$ cat src/rtl/saida_display.sv
// ---------------------------------------------------------------------------
// saida_display
//
// Output side of the processor's I/O path. When the processor executes an
// OUT instruction the value is captured, converted to decimal with a
// sequential double-dabble (one bit per clock) and then shown on NUM_DIGITOS
// active-low seven-segment displays. The previous value stays on the display
// until the new conversion has finished, so the digits never flicker.
//
// Parameters:
//   DATA_WIDTH   width of the value written by the processor (default 32)
//   NUM_DIGITOS  number of seven-segment digits driven, 1..10 (default 8)
//
// Ports:
//   clock          system clock, rising edge
//   reset_n        asynchronous, active-low reset
//   escrever       OUT strobe; dado_saida is sampled on each edge where high
//   dado_saida     value to display
//   ocupado        high while a conversion is pending
//   estouro        the displayed value did not fit in NUM_DIGITOS
//   valor_exibido  raw value currently shown
//   segmentos      digit i in bits [7i+6:7i], order gfedcba, active low,
//                  digit 0 is the least significant
//
// Optional feature (macro SAIDA_DISPLAY_SINAL_EN):
//   When defined, dado_saida is two's complement. Negative values show the
//   magnitude with a dash on the top digit as the sign; the top digit is
//   always blank for positive values. When undefined, no sign logic exists.
// ---------------------------------------------------------------------------
module saida_display #(
    parameter int DATA_WIDTH  = 32,
    parameter int NUM_DIGITOS = 8
) (
    input  logic                     clock,
    input  logic                     reset_n,
    input  logic                     escrever,
    input  logic [DATA_WIDTH-1:0]    dado_saida,
    output logic                     ocupado,
    output logic                     estouro,
    output logic [DATA_WIDTH-1:0]    valor_exibido,
    output logic [7*NUM_DIGITOS-1:0] segmentos
);

    localparam int BCD_W = 4 * NUM_DIGITOS;
    localparam int CNT_W = $clog2(DATA_WIDTH + 1);
    // 10^10 needs 34 bits, so the overflow comparison is done on at least
    // 40 bits to keep the limit from being truncated.
    localparam int CMP_W = (DATA_WIDTH > 40) ? DATA_WIDTH : 40;

    localparam logic [1:0] OCIOSO   = 2'd0;
    localparam logic [1:0] CONVERTE = 2'd1;
    localparam logic [1:0] ATUALIZA = 2'd2;

    localparam logic [6:0] SEG_DASH  = 7'b0111111;
    localparam logic [6:0] SEG_BLANK = 7'b1111111;

    // Power of ten evaluated at elaboration for the overflow limit.
    function automatic logic [CMP_W-1:0] pow10(input int n);
        logic [CMP_W-1:0] r;
        r = CMP_W'(1);
        for (int i = 0; i < n; i++) begin
            r = r * CMP_W'(10);
        end
        return r;
    endfunction

    function automatic logic [6:0] seg7(input logic [3:0] d);
        logic [6:0] s;
        case (d)
            4'd0:    s = 7'b1000000;
            4'd1:    s = 7'b1111001;
            4'd2:    s = 7'b0100100;
            4'd3:    s = 7'b0110000;
            4'd4:    s = 7'b0011001;
            4'd5:    s = 7'b0010010;
            4'd6:    s = 7'b0000010;
            4'd7:    s = 7'b1111000;
            4'd8:    s = 7'b0000000;
            4'd9:    s = 7'b0010000;
            default: s = SEG_BLANK;
        endcase
        return s;
    endfunction

`ifdef SAIDA_DISPLAY_SINAL_EN
    localparam logic [CMP_W-1:0] LIMITE = pow10(NUM_DIGITOS - 1);
`else
    localparam logic [CMP_W-1:0] LIMITE = pow10(NUM_DIGITOS);
`endif

    logic [1:0]               state_q, state_d;
    logic [DATA_WIDTH-1:0]    valor_pendente_q, valor_pendente_d;
    logic [DATA_WIDTH-1:0]    shift_q, shift_d;
    logic [BCD_W-1:0]         bcd_q, bcd_d;
    logic [CNT_W-1:0]         cnt_q, cnt_d;
    logic                     ovf_pend_q, ovf_pend_d;
    logic [DATA_WIDTH-1:0]    valor_exibido_q, valor_exibido_d;
    logic                     estouro_q, estouro_d;
    logic [7*NUM_DIGITOS-1:0] segmentos_q, segmentos_d;
`ifdef SAIDA_DISPLAY_SINAL_EN
    logic                     neg_pend_q, neg_pend_d;
    logic                     negativo;
`endif

    logic [DATA_WIDTH-1:0]    magnitude;
    logic                     ovf_calc;
    logic [BCD_W-1:0]         bcd_adj;
    logic [7*NUM_DIGITOS-1:0] seg_novos;
    logic                     visto;
    logic [3:0]               nibble;

    // Magnitude to convert and its overflow flag, computed at capture time.
    // In signed mode the most negative value has no positive counterpart and
    // is forced to overflow.
    always_comb begin
`ifdef SAIDA_DISPLAY_SINAL_EN
        negativo  = dado_saida[DATA_WIDTH-1];
        magnitude = negativo ? (~dado_saida + 1'b1) : dado_saida;
        ovf_calc  = (CMP_W'(magnitude) >= LIMITE) ||
                    (dado_saida == {1'b1, {(DATA_WIDTH-1){1'b0}}});
`else
        magnitude = dado_saida;
        ovf_calc  = (CMP_W'(magnitude) >= LIMITE);
`endif
    end

    // Double-dabble correction: every BCD nibble of 5 or more gets 3 added
    // before the shift so that it carries correctly into the next decade.
    always_comb begin
        bcd_adj = bcd_q;
        for (int i = 0; i < NUM_DIGITOS; i++) begin
            if (bcd_q[4*i +: 4] >= 4'd5) begin
                bcd_adj[4*i +: 4] = bcd_q[4*i +: 4] + 4'd3;
            end
        end
    end

    // Segment image of the finished BCD value. Zeros above the most
    // significant nonzero digit are blanked; digit 0 always shows so that
    // zero appears as a single "0". Overflow replaces everything with dashes.
    always_comb begin
        seg_novos = '1;
        visto     = 1'b0;
        nibble    = 4'd0;
        for (int i = NUM_DIGITOS - 1; i >= 0; i--) begin
            nibble = bcd_q[4*i +: 4];
            if ((nibble != 4'd0) || (i == 0)) begin
                visto = 1'b1;
            end
            if (visto) begin
                seg_novos[7*i +: 7] = seg7(nibble);
            end
        end
`ifdef SAIDA_DISPLAY_SINAL_EN
        seg_novos[7*(NUM_DIGITOS-1) +: 7] = neg_pend_q ? SEG_DASH : SEG_BLANK;
`endif
        if (ovf_pend_q) begin
            for (int i = 0; i < NUM_DIGITOS; i++) begin
                seg_novos[7*i +: 7] = SEG_DASH;
            end
        end
    end

    // Next-state logic. A write has priority in every state so that the last
    // write always wins and a superseded value is never shown.
    always_comb begin
        state_d          = state_q;
        valor_pendente_d = valor_pendente_q;
        shift_d          = shift_q;
        bcd_d            = bcd_q;
        cnt_d            = cnt_q;
        ovf_pend_d       = ovf_pend_q;
        valor_exibido_d  = valor_exibido_q;
        estouro_d        = estouro_q;
        segmentos_d      = segmentos_q;
`ifdef SAIDA_DISPLAY_SINAL_EN
        neg_pend_d       = neg_pend_q;
`endif
        if (escrever) begin
            valor_pendente_d = dado_saida;
            shift_d          = magnitude;
            bcd_d            = '0;
            cnt_d            = '0;
            ovf_pend_d       = ovf_calc;
`ifdef SAIDA_DISPLAY_SINAL_EN
            neg_pend_d       = negativo;
`endif
            state_d          = CONVERTE;
        end else begin
            case (state_q)
                CONVERTE: begin
                    // The top BCD bit falls off only when the value overflows,
                    // in which case the digits are replaced by dashes anyway.
                    bcd_d   = {bcd_adj[BCD_W-2:0], shift_q[DATA_WIDTH-1]};
                    shift_d = {shift_q[DATA_WIDTH-2:0], 1'b0};
                    cnt_d   = cnt_q + 1'b1;
                    if (cnt_q == CNT_W'(DATA_WIDTH - 1)) begin
                        state_d = ATUALIZA;
                    end
                end
                ATUALIZA: begin
                    valor_exibido_d = valor_pendente_q;
                    estouro_d       = ovf_pend_q;
                    segmentos_d     = seg_novos;
                    state_d         = OCIOSO;
                end
                default: begin
                    state_d = OCIOSO;
                end
            endcase
        end
    end

    // State registers; reset blanks the display.
    always_ff @(posedge clock or negedge reset_n) begin
        if (!reset_n) begin
            state_q          <= OCIOSO;
            valor_pendente_q <= '0;
            shift_q          <= '0;
            bcd_q            <= '0;
            cnt_q            <= '0;
            ovf_pend_q       <= 1'b0;
            valor_exibido_q  <= '0;
            estouro_q        <= 1'b0;
            segmentos_q      <= '1;
`ifdef SAIDA_DISPLAY_SINAL_EN
            neg_pend_q       <= 1'b0;
`endif
        end else begin
            state_q          <= state_d;
            valor_pendente_q <= valor_pendente_d;
            shift_q          <= shift_d;
            bcd_q            <= bcd_d;
            cnt_q            <= cnt_d;
            ovf_pend_q       <= ovf_pend_d;
            valor_exibido_q  <= valor_exibido_d;
            estouro_q        <= estouro_d;
            segmentos_q      <= segmentos_d;
`ifdef SAIDA_DISPLAY_SINAL_EN
            neg_pend_q       <= neg_pend_d;
`endif
        end
    end

    assign ocupado       = (state_q != OCIOSO);
    assign estouro       = estouro_q;
    assign valor_exibido = valor_exibido_q;
    assign segmentos     = segmentos_q;

endmodule

$ cat config.mk
export PLATFORM = sky130hd
export DESIGN_NAME = saida_display
export DESIGN_NICKNAME = d
export VERILOG_FILES = /design/src/rtl/saida_display.sv
export SDC_FILE = /design/constraint.sdc
export NUM_CORES = 1
export LEC_CHECK = 0
export CAP_MARGIN = 20
export CORE_MARGIN = 2
export CORE_UTILIZATION = 60
export CTS_CLUSTER_DIAMETER = 120
export CTS_CLUSTER_SIZE = 12
export DETAILED_ROUTE_END_ITERATION = 10
export HOLD_SLACK_MARGIN = 0.03
export PLACE_DENSITY_LB_ADDON = 0.2
export SYNTH_ARGS = -nofsm -noshare
export SYNTH_HDL_FRONTEND = slang
export SYNTH_SLANG_ARGS = --single-unit
$ cat constraint.sdc
create_clock -name clock -period 4.7 [get_ports clock]
set_input_delay 0.47 -clock clock [delete_from_list [all_inputs] [get_ports clock]]
set_output_delay 0.47 -clock clock [all_outputs]
set_load 0.02 [all_outputs]
== Word level (Yosys, flattened, before mapping) ==
Memory sizes are Yosys's and may differ from the RTL's.
Index checks and enable logic that the tools add are counted.

* Bits in registers: 194
* Memory bits (read-only): 896
* Output and inout bits: 90
* Memories: 8

* $add $sub $neg: 9
* Magnitude comparators: 9
* Equality and inequality tests: 4
* Mux-type cells: 32
* Bitwise operators: 1
* Reductions and logical operators: 10

{| class="wikitable"
|+ Memory list
! name !! depth !! width !! rd ports !! clocked after Yosys merged registers in !! wr ports !! line !! source
|-
| (name not given) || 16 || 7 || 1 || 0 || 0 || 69 || <nowiki>case (d)</nowiki>
|-
| (name not given) || 16 || 7 || 1 || 0 || 0 || 69 ||
|-
| (name not given) || 16 || 7 || 1 || 0 || 0 || 69 ||
|-
| (name not given) || 16 || 7 || 1 || 0 || 0 || 69 ||
|-
| (name not given) || 16 || 7 || 1 || 0 || 0 || 69 ||
|-
| (name not given) || 16 || 7 || 1 || 0 || 0 || 69 ||
|-
| 2 more memories || n/a || n/a || n/a || n/a || n/a || n/a ||
|}

{| class="wikitable"
|+ Operator list
! cell !! count
|-
| $mux 32 || 4
|-
| $mux 56 || 1
|-
| $mux 7 || 7
|-
| $ge 32x27->1 const B || 1
|-
| $ge 4x3->1 const B || 8
|-
| $add 4x2->4 const B || 7
|-
| $mux 4 || 7
|-
| $reduce_bool 4->1 || 7
|-
| $mux 6 || 2
|-
| $mux 1 || 7
|-
| $add 6x1->6 const B || 1
|-
| $eq 6x5->1 const B || 1
|-
| $mux 2 || 3
|-
| $reduce_bool 2->1 || 2
|-
| $add 3x2->3 const B || 1
|-
| $mux 3 || 1
|-
| $ne 3x3->1 const B || 1
|-
| $eq 2x1->1 const B || 1
|-
| $eq 2x2->1 const B || 1
|-
| $reduce_and 2->1 || 1
|-
| $not 1->1 || 1
|}

== Depth between registers and ports, before layout ==
Gate-level depths: netlist (run 1).

* Depth in word-level cells: 10
* Depth in mapped cells: 7
* Depth with buffers taken out: 6

== Worst setup path before layout (run 1) ==
OpenSTA, ideal clock, no wires.

* Path kind: register to register
* Start point: register bcd_q[13]
* End point: register segmentos_q[10] (netlist: segmentos[10])
* Setup time: 0.061 ns
* Data arrival time: 2.011 ns
* Data required time: 4.639 ns
* Setup slack: 2.628 ns
* Cell stages (with the launch flop): 7
* Buffers on the path: 0
* Period minus slack after synthesis: 2.072 ns
* Path through: dfrtp_1 > inv_1 > ha_1 > or3b_4 > or4b_4 > o21ai_4 > o22a_1

* Word-level cells in the longest chain between the ends: 6

{| class="wikitable"
|+ Ends and longest elaborated chain
! element !! line !! source
|-
| from (decl) || 94 || <nowiki>logic [BCD_W-1:0] bcd_q, bcd_d;</nowiki>
|-
| from (signal assigned) || 220 || <nowiki>bcd_q <= '0;</nowiki>
|-
| from (signal assigned) || 233 || <nowiki>bcd_q <= bcd_d;</nowiki>
|-
| $reduce_bool 4->1 || 147 || <nowiki>if ((nibble != 4'd0) || (i == 0)) begin</nowiki>
|-
| $mux 1 (3 in a row) || 147 ||
|-
| $mux 7 || 150 || <nowiki>if (visto) begin</nowiki>
|-
| $mux 56 || 157 || <nowiki>if (ovf_pend_q) begin</nowiki>
|-
| to (signal assigned) || 238 || <nowiki>segmentos_q <= segmentos_d;</nowiki>
|-
| to (decl) || 99 || <nowiki>logic [7*NUM_DIGITOS-1:0] segmentos_q, segmentos_d;</nowiki>
|}

No other way between the ends.
A chain may end at the register's enable or synchronous reset.

== Worst setup path after layout (run 1) ==
* Start point: register state_q[0]
* End point: register bcd_q[1]

* Word-level cells in the longest chain between the ends: 2

{| class="wikitable"
|+ Ends and longest elaborated chain
! element !! line !! source
|-
| from (decl) || 91 || <nowiki>logic [1:0] state_q, state_d;</nowiki>
|-
| from (signal assigned) || 230 || <nowiki>state_q <= state_d;</nowiki>
|-
| $eq 2x1->1 || 190 || <nowiki>case (state_q)</nowiki>
|-
| $reduce_bool 2->1 (no line) || n/a ||
|}

No other way between the ends.

==> results of run 1 <==
## sequential cells by signal, indices dropped and copies added, names as in the netlist
name              cells
estouro               1
segmentos            56
cnt_q                 6
bcd_q                32
shift_q              32
valor_pendente_q     32
state_q               2
ovf_pend_q            1
valor_exibido        32
## cell type report
class / instances / share of cell area (%)
well taps: 216 / 2.36
clock inverters: 15 / 1.24
repair buffers: 132 / 11.4
multi-input cells: 653 / 36.3
inverters: 64 / 2.09
clock buffers: 17 / 3.71
flip-flops and latches: 194 / 42.9
## layout by cell type, fill, tap and decap left out, types with 35 or more instances in the layout
cell type and instances:
sky130_fd_sc_hd__o22a_1 35, sky130_fd_sc_hd__ha_1 44, sky130_fd_sc_hd__inv_1 64, sky130_fd_sc_hd__a21oi_1 55
sky130_fd_sc_hd__dfstp_2 56, sky130_fd_sc_hd__mux2i_1 40, sky130_fd_sc_hd__o21ai_0 138, sky130_fd_sc_hd__dfrtp_1 138
sky130_fd_sc_hd__nor2_1 62, sky130_fd_sc_hd__nand2_1 103, sky130_fd_sc_hd__clkdlybuf4s50_1 122
## metrics by stage
step / worst slack, ns / area (um^2) / power, mW
final: 2.16 / 11500 / 4.15
after global placement: 2.15 / 10900 / 2.75
after CTS: 2.21 / 11500 / 4.17
after floorplan: 2.63 / 9540 / 2.53
after detailed placement: 2.05 / 10900 / 2.78
after global routing: 1.97 / 11500 / 4.37
## cells by family after synthesis
family | count (synthesis) | synth area share (%)
DFF | 194 | 51.6
xor gates and xnor gates | 16 | 1.47
muxes | 48 | 5.14
buffers and inverters | 121 | 4.92
adders and majority gates | 44 | 5.77
AOI/OAI and AO/OA | 277 | 17.4
and+or+nand+nor | 268 | 13.7
## critical path, cell delays in order (launching register included)
cell and delay [ns]:
sky130_fd_sc_hd__dfrtp_1 0.52, sky130_fd_sc_hd__nor2b_4 0.79, sky130_fd_sc_hd__buf_4 0.36, sky130_fd_sc_hd__nand2b_1 0.40, sky130_fd_sc_hd__o21ai_0 0.35
## power groups by stage
| stage | logic (mW) | registers, mW | clock network (mW) |
|---|---|---|---|
| 2_1_floorplan | 0.666 | 1.86 | 0 |
| 3_3_place_gp | 0.825 | 1.93 | 0 |
| 3_5_place_dp | 0.844 | 1.93 | 0 |
| 4_1_cts | 0.851 | 1.90 | 1.42 |
| 5_1_grt | 0.960 | 1.93 | 1.48 |
| 6_report | 0.852 | 1.91 | 1.39 |
## cells in the mapped netlist, types with 2 or more instances
| library cell | count | area share (%) |
|---|---|---|
| sky130_fd_sc_hd__o32a_1 | 2 | 0.21 |
| sky130_fd_sc_hd__nand2_1 | 104 | 4.1 |
| sky130_fd_sc_hd__o22a_1 | 35 | 3.2 |
| sky130_fd_sc_hd__o21a_1 | 2 | 0.16 |
| sky130_fd_sc_hd__mux2_2 | 8 | 0.94 |
| sky130_fd_sc_hd__nand3_1 | 7 | 0.37 |
| sky130_fd_sc_hd__nand4_1 | 4 | 0.26 |
| sky130_fd_sc_hd__xor2_1 | 4 | 0.37 |
| sky130_fd_sc_hd__buf_2 | 6 | 0.31 |
| sky130_fd_sc_hd__a21o_1 | 3 | 0.24 |
| sky130_fd_sc_hd__o21ai_1 | 3 | 0.16 |
| sky130_fd_sc_hd__buf_1 | 3 | 0.12 |
| sky130_fd_sc_hd__dfrtp_1 | 138 | 36 |
| sky130_fd_sc_hd__a311oi_1 | 2 | 0.18 |
| sky130_fd_sc_hd__dfstp_2 | 56 | 15 |
| sky130_fd_sc_hd__a22o_1 | 2 | 0.18 |
| sky130_fd_sc_hd__nor3_1 | 20 | 1.0 |
| sky130_fd_sc_hd__clkbuf_1 | 47 | 1.8 |
| sky130_fd_sc_hd__nand4b_1 | 2 | 0.18 |
| sky130_fd_sc_hd__nor2_1 | 62 | 2.4 |
| sky130_fd_sc_hd__o22ai_1 | 3 | 0.20 |
| sky130_fd_sc_hd__a21oi_1 | 55 | 2.9 |
| sky130_fd_sc_hd__a211oi_1 | 18 | 1.4 |
| sky130_fd_sc_hd__nor3b_1 | 13 | 1.0 |
| sky130_fd_sc_hd__ha_1 | 44 | 5.8 |
| sky130_fd_sc_hd__nand2b_1 | 18 | 1.2 |
| sky130_fd_sc_hd__inv_1 | 64 | 2.5 |
| sky130_fd_sc_hd__nor4_1 | 2 | 0.13 |
| sky130_fd_sc_hd__o21ai_0 | 138 | 7.2 |
| sky130_fd_sc_hd__or3b_4 | 2 | 0.24 |
| sky130_fd_sc_hd__or3_1 | 16 | 1.0 |
| sky130_fd_sc_hd__and3_1 | 2 | 0.13 |
| sky130_fd_sc_hd__nor2b_1 | 5 | 0.33 |
| sky130_fd_sc_hd__a31oi_1 | 6 | 0.39 |
| sky130_fd_sc_hd__mux2i_1 | 40 | 4.2 |
| sky130_fd_sc_hd__xnor2_1 | 12 | 1.1 |
| sky130_fd_sc_hd__and2_1 | 2 | 0.13 |
## worst max path at each step
stage	to	cells after the start	start
after floorplan	segmentos[10]	6	bcd_q[13]
after global placement	segmentos[34]	5	escrever
after detailed placement	bcd_q[1]	4	escrever
after CTS	bcd_q[1]	4	state_q[0]
after global routing	bcd_q[30]	4	state_q[0]
final	bcd_q[1]	4	state_q[0]
## metal layers
metal,track usage [%],vias up,part of all wire [%]
met5,0,-,0
met4,9.36,0,2.0
met3,4.06,34,5.4
met2,42.0,211,49
met1,35.3,3588,43
li1,-,3550,-
==> out/metrics.yaml, run 1 <==
setup_path:
  critPathRequiredTime_ns: 5.03
  r2r_setup_slack_ns: 2.16
  regToRegStartpoint: "state_q[0]"
  arrival_time_at_the_worst_endpoint_ns: 2.87
  reg2reg_depth: 4
  worst-setup-path-type: "reg -> reg"
  path_max_fanout: 37
  worst_setup_path_start_kind: "register"
  reg2reg_to: "bcd_q[1]"
  critPathCaptureType: "register"
die:
  initial_core_utilization_pct: 60.7
  die_y_um: 130
  core-area_um2: 15700
  std_cell_rows: 46
  dieArea_um2: 16900
  io_pins: 125
  die_x_um: 130
layout:
  num_antenna_cells: 0
  synthToLayoutAreaGrowth_pct: 20.2
  fillers: 1169
  drive_gt1_share_pct: 11.1
  final_core_utilization_pct: 73.0
  total_area_of_multi_input_combinational_cells_um2: 4160
  regArea_um2: 4920
  final-instance-count-excl-fill: 1291
  final_nets: 1141
sta:
  worst_slew_slack_as_a_fraction_of_its_limit_pct: 34.9
  rsz0062_at_grt: "no"
  timing.final.crit_period_ns: 2.54
  setup-violations-final: 0
  timing.fmax_mhz: 394
  final.hold.worst_slack_ns: 0.160
  fin_worst_skew_ns: 0.00594
  fin_tns_setup_ns: 0
  timing.final.crit_share_pct: 54.1
  maxSlewViolCount: 0
  final_count_of_hold_timing_violations: 0
  transition_time_of_the_tightest_slew_check_pin_ns: 0.976
synth:
  synth_seq_area_share_pct: 51.6
  synth_async_sr_flop_share_pct: 100
  synth_nets: 1047
  number_of_distinct_library_cells_after_synthesis: 55
  yosys_register_bits: 194
  dominantRegCellSynth: "sky130_fd_sc_hd__dfrtp_1"
  post_synth_instance_area_um2: 9540
  postSynthCellCount: 968
  warnings_from_yosys: 0
  synth-edff-count: 0
  post_synth.cell_area_avg_um2: 9.86
global_route:
  number_of_global_route_vias_before_repair: 7011
  gr-usage-all-layers_pct: 25.7
  grt_pass1_wl_um: 34400
  antenna_found_initial: 0
  global_route.overflow_total: 0
  grt_max_degree: 116
clock_network:
  cts_htree_levels: 4
  cts_buffers: 17
  cts_max_path_buffers: 2
  cts_resized: 0
  holdBufCountCts: 0
  clock_tree.root_cell: "sky130_fd_sc_hd__clkbuf_16"
  numClockSinks: 194
  cts_setup_buffers: 0
  cts_tree: "done"
  cts.reportedPaths.clkPinSlew_ns: 0.08
  worstSkewPairLatency_ns: 0.43
flow_run:
  maxCapViolCount: 0
routing:
  postRouteWirelength_um: 20800
  drt-vias-per-instance: 5.72
  drt_pre_antenna_iters: 5
  detail_route.drc_violations: 0
  postRouteAntennaNets: 0
  dr_vias: 7383
  post_drt_wl_per_cell_um: 16.1
  drtIter0Drc: 577
min_path:
  hold_crit_class: "in -> async"
power:
  p_leak_nw: 5.05
  p_sw_share_pct: 31.9
  power_switching_mw: 1.32
  share_clk_of_total_power_pct: 33.6
  p_int_mw: 2.83
  pwr-share-seq_pct: 45.9
  power_per_cell_area_nw_per_um2: 362
  ir_drop_mv: 0.262
  comb_power_share_pct: 20.5
placement:
  place.port_buffers: 124
  detailed_place_hpwl_um: 13900
  finalWeightedCongestion: 0.861
  place_inst: 1259
status:
  status: "finished clean"
No activity file was read; power rests on OpenSTA's default activity.
==> run 2, diff against run 1 <==
Settings changed: CORE_UTILIZATION 60 to 50.
Clock period 4.7 ns to 2.3 ns, I/O delays scaled along.
==> out/metrics.yaml, run 2 (same netlist as run 1, synthesis figures left out) <==
global_route:
  antenna_found_initial: 0
  gr-usage-all-layers_pct: 22.1
  global_route.overflow_total: 0
  grt_max_degree: 85
  grt_pass1_wl_um: 35700
  number_of_global_route_vias_before_repair: 7241
setup_path:
  arrival_time_at_the_worst_endpoint_ns: 2.56
  critPathRequiredTime_ns: 2.67
  regToRegStartpoint: "bcd_q[12]"
  cpMaxStageDelayCell: "sky130_fd_sc_hd__or4b_4"
  path_max_fanout: 6
  critPathMaxStageDelay_ns: 0.56
  reg2reg_depth: 6
  r2r_setup_slack_ns: 0.11
  worst_setup_path_start_kind: "register"
  ordered_list_of_cells_on_the_worst_path: "inv_2 > ha_2 > or3b_4 > or4b_4 > o21ai_4 > o22a_1"
  critPathCaptureType: "register"
  worst-setup-path-type: "reg -> reg"
  reg2reg_to: "segmentos[11]"
die:
  std_cell_rows: 50
  dieArea_um2: 20200
  core-area_um2: 18700
  io_pins: 125
  die_y_um: 142
  initial_core_utilization_pct: 51.0
  die_x_um: 142
layout:
  final_nets: 1170
  fillers: 1581
  drive_gt1_share_pct: 13.9
  layout_common_cells: "sky130_fd_sc_hd__o21ai_0, sky130_fd_sc_hd__dfrtp_1, sky130_fd_sc_hd__clkdlybuf4s50_1, sky130_fd_sc_hd__nand2_1, sky130_fd_sc_hd__nor2_1"
  final_design_area_no_fill_um2: 11800
  synthToLayoutAreaGrowth_pct: 23.9
  final_common_cell: "sky130_fd_sc_hd__o21ai_0"
  num_antenna_cells: 0
  final-instance-count-excl-fill: 1338
  max_reg_flops: 56
clock_network:
  cts_buffers: 17
  cts_max_path_buffers: 2
  worstSkewPairLatency_ns: 0.44
  cts.reportedPaths.clkPinSlew_ns: 0.07
  cts_htree_levels: 4
  cts_tree: "done"
  clock_tree.root_cell: "sky130_fd_sc_hd__clkbuf_16"
  numClockSinks: 194
sta:
  timing.final.crit_share_pct: 95.2
  maxSlewViolCount: 0
  timing.fmax_mhz: 457
  final_count_of_hold_timing_violations: 0
  fin_ws_ns: 0.111
  rsz0062_at_grt: "no"
  setup-violations-final: 0
  transition_time_of_the_tightest_slew_check_pin_ns: 0.709
  fin_worst_skew_ns: 0.0105
  timing.final.crit_period_ns: 2.19
  worst_slew_slack_as_a_fraction_of_its_limit_pct: 52.7
  fin_tns_setup_ns: 0
routing:
  drt-vias-per-instance: 5.54
  postRouteWirelength_um: 21500
  drtIter0Drc: 547
  postRouteAntennaNets: 0
  post_drt_wl_per_cell_um: 16.1
  detail_route.drc_violations: 0
  dr_vias: 7406
  drt_pre_antenna_iters: 5
placement:
  place.port_buffers: 124
  detailed_place_hpwl_um: 15000
  place_inst: 1305
  preCtsSetupSlack_ns: 0.0718
  finalWeightedCongestion: 0.894
  placed_area_um2: 11200
power:
  report.power.total_mw: 8.80
  p_leak_nw: 5.23
  power_per_cell_area_nw_per_um2: 744
  ir_drop_mv: 0.563
status:
  status: "finished clean"
min_path:
  worst_min_delay_path_endpoint: "cnt_q[2]"
  hold_crit_class: "in -> reg"
  hold_path_startpoint: "escrever"
  hold_depth: 2
flow_run:
  maxCapViolCount: 0
run 2: what timing repair did:
| action | CTS | global route |
|---|---|---|
| setup endpoints to repair | 0 | 10 |
| hold buffers | 1 | 0 |
| gates resized for setup | 0 | 9 |
| endpoints found under the hold margin | 24 | 0 |
| setup buffers | 0 | 0 |
run 2: worst max-delay path by stage:
stage,start,end,slack [ns],depth (start not counted)
detailed placement,bcd_q[12],segmentos[11],0.07,6
global route,bcd_q[12],segmentos[10],0.007,6
floorplan,bcd_q[13],segmentos[10],0.23,6
finish,bcd_q[12],segmentos[11],0.11,6
global placement,bcd_q[12],segmentos[8],0.13,6
CTS,bcd_q[12],segmentos[11],0.05,6
run 2: where the power goes:
group          internal [mW]  total, mW  switching [mW]
combinational          0.871       2.07            1.20
clock                   1.55       2.96            1.40
sequential              3.62       3.78           0.166
total                   6.04       8.80            2.77
run 2: layout make-up:
cell class                      instances  area (um^2)  area share, %
Tap cell                              234          293           2.48
Sequential cell                       194         4930           41.7
Clock buffer                           17          425           3.60
Inverter                               64          240           2.03
Clock inverter                         15          164           1.39
Timing Repair Buffer                  161         1590           13.4
Multi-Input combinational cell        653         4190           35.5
run 2: per-layer routing:
| layer | vias to the layer above | track usage, % | share of wire (%) |
|---|---|---|---|
| met5 | - | 0 | 0 |
| met4 | 0 | 5.95 | 1.1 |
| met3 | 22 | 3.73 | 4.3 |
| met2 | 178 | 37.6 | 49 |
| met1 | 3616 | 29.6 | 45 |
| li1 | 3590 | - | - |
run 2: stage by stage:
stage / utilization, % / hold slack [ns]
2_1_floorplan: - / -0.0656
3_3_place_gp: 59.9 / 0.281
3_5_place_dp: 59.9 / 0.284
4_1_cts: 63.1 / 0.186
5_1_grt: 63.2 / 0.217
6_report: 63.2 / 0.199
run 2: worst max-delay path: cells and delay by family, from the launching register on:
family | cells | cell delay (ns)
AOI/OAI and AO/OA | 2 | 0.40
adders and majority gates | 1 | 0.21
buffers and inverters | 1 | 0.10
DFF | 1 | 0.44
and+or+nand+nor | 2 | 0.99
